`src/rtl/proc_pkg.sv`:
```
// Shared defaults and constants for the decode-stage forwarding / hazard logic.
// Stage index 0 is the youngest producer (EX/MEM), the last index the oldest (MEM/WB).
package proc_pkg;

  localparam int DEF_DATA_W = 16;
  localparam int DEF_REG_AW = 3;
  localparam int DEF_NSRC   = 2;
  localparam int DEF_NFWD   = 2;
  localparam int DEF_WDOG   = 8;

  localparam int STG_EXM = 0;
  localparam int STG_MWB = 1;

  localparam int CNT_W = 16;

  // Where a resolved operand comes from this cycle.
  typedef enum logic [1:0] {
    SEL_RF   = 2'd0,
    SEL_FWD  = 2'd1,
    SEL_HOLD = 2'd2,
    SEL_WAIT = 2'd3
  } src_sel_e;

endpackage

```
`src/rtl/fwd_src_resolve.sv`:
```
// Resolves one decode source operand: youngest-wins forwarding match, load-use
// detection, and a hold register that keeps a forwarded value across a decode freeze.
module fwd_src_resolve
  import proc_pkg::*;
#(
  parameter int DATA_W = DEF_DATA_W,
  parameter int REG_AW = DEF_REG_AW,
  parameter int NFWD   = DEF_NFWD
) (
  input  logic                   clk,
  input  logic                   rst,
  input  logic [REG_AW-1:0]      i_src_addr,
  input  logic                   i_src_used,
  input  logic [DATA_W-1:0]      i_rf_data,
  input  logic [NFWD-1:0]        i_fwd_wen,
  input  logic [NFWD*REG_AW-1:0] i_fwd_addr,
  input  logic [NFWD-1:0]        i_fwd_rdy,
  input  logic [NFWD*DATA_W-1:0] i_fwd_data,
  input  logic                   i_hold,
  input  logic                   i_flush,
  output logic [DATA_W-1:0]      o_src_data,
  output logic                   o_stall_req
);

  logic              w_hit;
  logic              w_win_rdy;
  logic [DATA_W-1:0] w_win_data;
  src_sel_e          w_sel;

  logic              r_hold_vld;
  logic [DATA_W-1:0] r_hold_data;

  // Scan oldest to youngest so the youngest match is the last one written.
  always_comb begin
    w_hit      = 1'b0;
    w_win_rdy  = 1'b0;
    w_win_data = '0;
    for (int k = NFWD - 1; k >= 0; k--) begin
      if (i_fwd_wen[k] && i_src_used &&
          (i_fwd_addr[k*REG_AW +: REG_AW] == i_src_addr)) begin
        w_hit      = 1'b1;
        w_win_rdy  = i_fwd_rdy[k];
        w_win_data = i_fwd_data[k*DATA_W +: DATA_W];
      end
    end
  end

  always_comb begin
    w_sel = SEL_RF;
    if (w_hit && w_win_rdy)  w_sel = SEL_FWD;
    else if (w_hit)          w_sel = SEL_WAIT;
    else if (r_hold_vld)     w_sel = SEL_HOLD;
  end

  always_comb begin
    o_src_data = i_rf_data;
    case (w_sel)
      SEL_FWD:  o_src_data = w_win_data;
      SEL_HOLD: o_src_data = r_hold_data;
      default:  o_src_data = i_rf_data;
    endcase
  end

  assign o_stall_req = (w_sel == SEL_WAIT);

  // The hold register only lives while decode is frozen; any advance or squash drops it.
  always_ff @(posedge clk) begin
    if (rst) begin
      r_hold_vld  <= 1'b0;
      r_hold_data <= '0;
    end else if (i_flush || !i_hold) begin
      r_hold_vld  <= 1'b0;
    end else if (w_sel == SEL_FWD) begin
      r_hold_vld  <= 1'b1;
      r_hold_data <= w_win_data;
    end
  end

endmodule

```
`src/rtl/fwd_hazard_unit.sv`:
```
// Decode-stage operand forwarding and load-use hazard unit with a saturating
// stall counter and a sticky watchdog on consecutive hazard stalls.
module fwd_hazard_unit
  import proc_pkg::*;
#(
  parameter int DATA_W = DEF_DATA_W,
  parameter int REG_AW = DEF_REG_AW,
  parameter int NSRC   = DEF_NSRC,
  parameter int NFWD   = DEF_NFWD,
  parameter int WDOG   = DEF_WDOG
) (
  input  logic                   clk,
  input  logic                   rst,
  input  logic [NSRC*REG_AW-1:0] src_addr,
  input  logic [NSRC-1:0]        src_used,
  input  logic [NSRC*DATA_W-1:0] src_rf_data,
  input  logic [NFWD-1:0]        fwd_wen,
  input  logic [NFWD*REG_AW-1:0] fwd_addr,
  input  logic [NFWD-1:0]        fwd_rdy,
  input  logic [NFWD*DATA_W-1:0] fwd_data,
  input  logic                   stall_in,
  input  logic                   flush,
  output logic [NSRC*DATA_W-1:0] src_data,
  output logic                   haz_stall,
  output logic [CNT_W-1:0]       stall_cnt,
  output logic                   err
);

  localparam int WD_W = $clog2(WDOG + 1);

  logic [NSRC-1:0]  w_stall_req;
  logic             w_hold;
  logic [CNT_W-1:0] r_stall_cnt;
  logic [WD_W-1:0]  r_wdog;
  logic             r_err;

  generate
    for (genvar i = 0; i < NSRC; i++) begin : g_src
      fwd_src_resolve #(
        .DATA_W (DATA_W),
        .REG_AW (REG_AW),
        .NFWD   (NFWD)
      ) u_resolve (
        .clk         (clk),
        .rst         (rst),
        .i_src_addr  (src_addr[i*REG_AW +: REG_AW]),
        .i_src_used  (src_used[i]),
        .i_rf_data   (src_rf_data[i*DATA_W +: DATA_W]),
        .i_fwd_wen   (fwd_wen),
        .i_fwd_addr  (fwd_addr),
        .i_fwd_rdy   (fwd_rdy),
        .i_fwd_data  (fwd_data),
        .i_hold      (w_hold),
        .i_flush     (flush),
        .o_src_data  (src_data[i*DATA_W +: DATA_W]),
        .o_stall_req (w_stall_req[i])
      );
    end
  endgenerate

  // A squashed or externally frozen instruction has no reason to request a stall.
  assign haz_stall = (|w_stall_req) & ~flush & ~stall_in;
  assign w_hold    = stall_in | haz_stall;

  always_ff @(posedge clk) begin
    if (rst) begin
      r_stall_cnt <= '0;
      r_wdog      <= '0;
      r_err       <= 1'b0;
    end else if (haz_stall) begin
      if (r_stall_cnt != '1) r_stall_cnt <= r_stall_cnt + CNT_W'(1);
      if (r_wdog != WD_W'(WDOG)) r_wdog <= r_wdog + WD_W'(1);
      if (r_wdog == WD_W'(WDOG - 1)) r_err <= 1'b1;
    end else begin
      r_wdog <= '0;
    end
  end

  assign stall_cnt = r_stall_cnt;
  assign err       = r_err;

endmodule

```
`config.mk`:
```
export PLATFORM = sky130hd
export DESIGN_NAME = fwd_hazard_unit
export DESIGN_NICKNAME = d
export VERILOG_FILES = /design/src/rtl/proc_pkg.sv /design/src/rtl/fwd_src_resolve.sv /design/src/rtl/fwd_hazard_unit.sv
export SDC_FILE = /design/constraint.sdc
export NUM_CORES = 1
export LEC_CHECK = 0
export ABC_CLOCK_PERIOD_IN_PS = 9400
export CAP_MARGIN = 30
export CORE_ASPECT_RATIO = 0.6
export CORE_MARGIN = 3
export CORE_UTILIZATION = 45
export CTS_BUF_LIST = sky130_fd_sc_hd__clkbuf_4 sky130_fd_sc_hd__clkbuf_8 sky130_fd_sc_hd__clkbuf_16
export CTS_CLUSTER_SIZE = 28
export DETAILED_ROUTE_END_ITERATION = 12
export DONT_BUFFER_PORTS = 1
export HOLD_SLACK_MARGIN = 0.03
export SLEW_MARGIN = 20
export SYNTH_ARGS = -nofsm -noshare
export SYNTH_HDL_FRONTEND = slang
export SYNTH_SLANG_ARGS = --single-unit
```
`constraint.sdc`:
```
create_clock -name clk -period 9.4 [get_ports clk]
set_input_delay 2.35 -clock clk [delete_from_list [all_inputs] [get_ports clk]]
set_output_delay 2.35 -clock clk [all_outputs]
set_load 0.01 [all_outputs]
```
==> results.toml <==
[detailed_routing]
wl_per_cell_um = 22.5
drt_first_pass_iters = 4
via_per_inst = 6.64
first_iter_violations = 255
vias = 3147
drt_wl_total_um = 10700
ant_nets = 0
drc = 0

[die]
die-area_um2 = 9010
dieHeight_um = 74.7
initial_core_util_pct = 47.6
coreArea_um2 = 7450
chipWidth_um = 121
io_pins = 136
rows = 24

[logic_synthesis]
ys_seq_area_share_pct = 31.1
synth_seq_cells = 55
syn_inst = 392
synth-edff-count = 0
async_flop_share_pct = 0
avgSynthCellArea_um2 = 9.04
syn_area_um2 = 3540
syn_nets = 481
dominantRegCellSynth = "dfxtp_1"
synth_cell_types = 47
yosys_warnings = 0

[timing]
fin_crit_sh_pct = 81.8
fin_skew_ns = 0.00376
setup_viol_count_final = 0
relSlewSlack_pct = 42.4
rsz0062_at_grt = "false"
fmax_ghz = 0.130
finalSetupTns_ns = 0
tightestPinTransition_ns = 0.864
hold_viol = 0
finalCriticalPeriod_ns = 7.69
maxSlewViolCount = 0
fin_hold_ws_ns = 0.459

[clock_network]
clockBufferDepth = 2
insertion_delay_ns = 0.29
htreeDepth = 2
cts_resized = 0
clock-sinks = 55
postCtsHoldBufs = 0
cts_root_buffer = "clkbuf_16"
cts_made_buffers = 5
postCtsSetupBuffers = 0
cts_tree = "built"
path_clk_slew_ns = 0.07

[setup_path]
criticalPathCategory = "input pin to output pin"
crit_path_max_fanout = 19
end_kind = "output pin"
worstPathArrival_ns = 5.34
critPathLaunchType = "input pin"
cp.required_ns = 7.05

[run_status]
status = "finished clean"

[grt]
antenna_found_initial = 0
grt_pass1_vias = 2856
grt_max_degree = 57
grt_pass1_wl_um = 15600
grt_overflow = 0
track_usage_pct = 22.3

[power]
p_sw_share_pct = 24.4
p_switching_w = 0.000126
p_int_w = 0.000391
seqPwrFrac_pct = 45.6
power_leakage_nw = 1.30
p_comb_share_pct = 12.1
pwr-share-clk_pct = 42.3
vdd_drop_max_uv = 55.8
powerDensity_nw_per_um2 = 140

[cells_and_area]
syn2layout_area_growth_pct = 4.45
post-route-util_pct = 49.7
layout-drive-gt1-share_pct = 12.7
layout_common_cells = "dfxtp_1, nor2_1, a21oi_1"
layout_commonest_cell = "dfxtp_1"
final_net_count = 458
num_antenna_cells = 0

[place]
port_buffers = 0
gp_congestion = 0.804
dpl.hpwl_um = 7690

[flow_run]
cap_violations = 0

[hold_path]
min_path_type = "register to register"
[final timing paths]
| kind | start | endpoint | slack, ns | cells past startpoint |
|---|---|---|---|---|
| max | fwd_addr[2] | src_data[31] | 1.71 | 6 |
| min | g_src[0].u_resolve.r_hold_vld | g_src[0].u_resolve.r_hold_vld | 0.46 | 1 |
| max reg2reg | stall_cnt[3] | stall_cnt[10] | 7.28 | 6 |
| min reg2reg | g_src[0].u_resolve.r_hold_vld | g_src[0].u_resolve.r_hold_vld | 0.46 | 1 |
[critical path, stage by stage]
cell and delay (ns):
xor2_1 0.18, or4_1 0.94, and2_4 0.34, a32o_1 0.51, nor2_2 0.65, a221o_1 0.34
[registers in the layout (all words and copies together) (netlist names)]
signal	cells
r_wdog	4
g_src.u_resolve.r_hold_data	32
stall_cnt	16
g_src.u_resolve.r_hold_vld	2
err	1
[power groups by stage]
stage,clock (W),combinational [W],sequential [W]
2_1_floorplan,0,0.0000542,0.000241
3_3_place_gp,0,0.0000607,0.000241
3_5_place_dp,0,0.0000613,0.000241
4_1_cts,0.000225,0.0000617,0.000236
5_1_grt,0.000236,0.0000663,0.000236
6_report,0.000219,0.0000626,0.000236
[synth_stat cells (3+ instances only)]
| library cell | count | area share, % |
|---|---|---|
| buf_1 | 4 | 0.42 |
| nor2_1 | 46 | 4.9 |
| buf_2 | 8 | 1.1 |
| and4_1 | 4 | 0.99 |
| nand2b_1 | 4 | 0.71 |
| buf_6 | 5 | 1.6 |
| mux2_2 | 5 | 1.6 |
| inv_1 | 5 | 0.53 |
| nor2b_1 | 6 | 1.1 |
| nand2_1 | 11 | 1.2 |
| a211oi_1 | 13 | 2.8 |
| a221o_1 | 32 | 9.0 |
| a21oi_1 | 43 | 6.1 |
| clkbuf_1 | 14 | 1.5 |
| dfxtp_1 | 55 | 31 |
| nor4_1 | 3 | 0.53 |
| xnor2_1 | 8 | 2.0 |
| and2_1 | 3 | 0.53 |
| xor2_1 | 6 | 1.5 |
| nand3_1 | 8 | 1.1 |
| a211oi_2 | 20 | 7.1 |
| ha_1 | 3 | 1.1 |
| and3_1 | 5 | 0.88 |
| mux2i_1 | 33 | 9.3 |
| or4_1 | 9 | 1.9 |
| o31ai_1 | 7 | 1.5 |
[cells by family after synthesis]
kind of cell,Yosys count,share of synthesized area [%]
DFF,55,31.1
buffers and inverters,37,5.37
muxes,38,10.9
and+or+nand+nor,115,17.7
AOI/OAI and AO/OA,130,30.5
adders and majority gates,3,1.06
xor gates and xnor gates,14,3.46
[metrics by stage]
step	area, um^2	setup slack, ns	instances	power [W]
after global routing	3700	1.63	474	0.000539
after floorplan	3540	2.72	392	0.000295
after detailed placement	3530	1.77	466	0.000303
final	3700	1.71	474	0.000517
after CTS	3700	1.77	474	0.000522
after global placement	3530	1.81	466	0.000302
[metal layers]
metal	GRT usage [%]	wire (um)	vias up
met3	5.86	978	15
met2	28.8	4190	160
met1	35.2	5320	1514
met5	0	0	-
met4	6.41	174	0
li1	-	-	1458
[layout make-up]
type / count / area, um^2
fillers: 741 / 3750
multi-input cells: 300 / 2260
flip-flops and latches: 55 / 1100
clock buffers: 6 / 139
well taps: 104 / 130
clock inverters: 2 / 35.0
inverters: 5 / 18.8
repair buffers: 2 / 15.0
(Power assumes the default switching activity.)
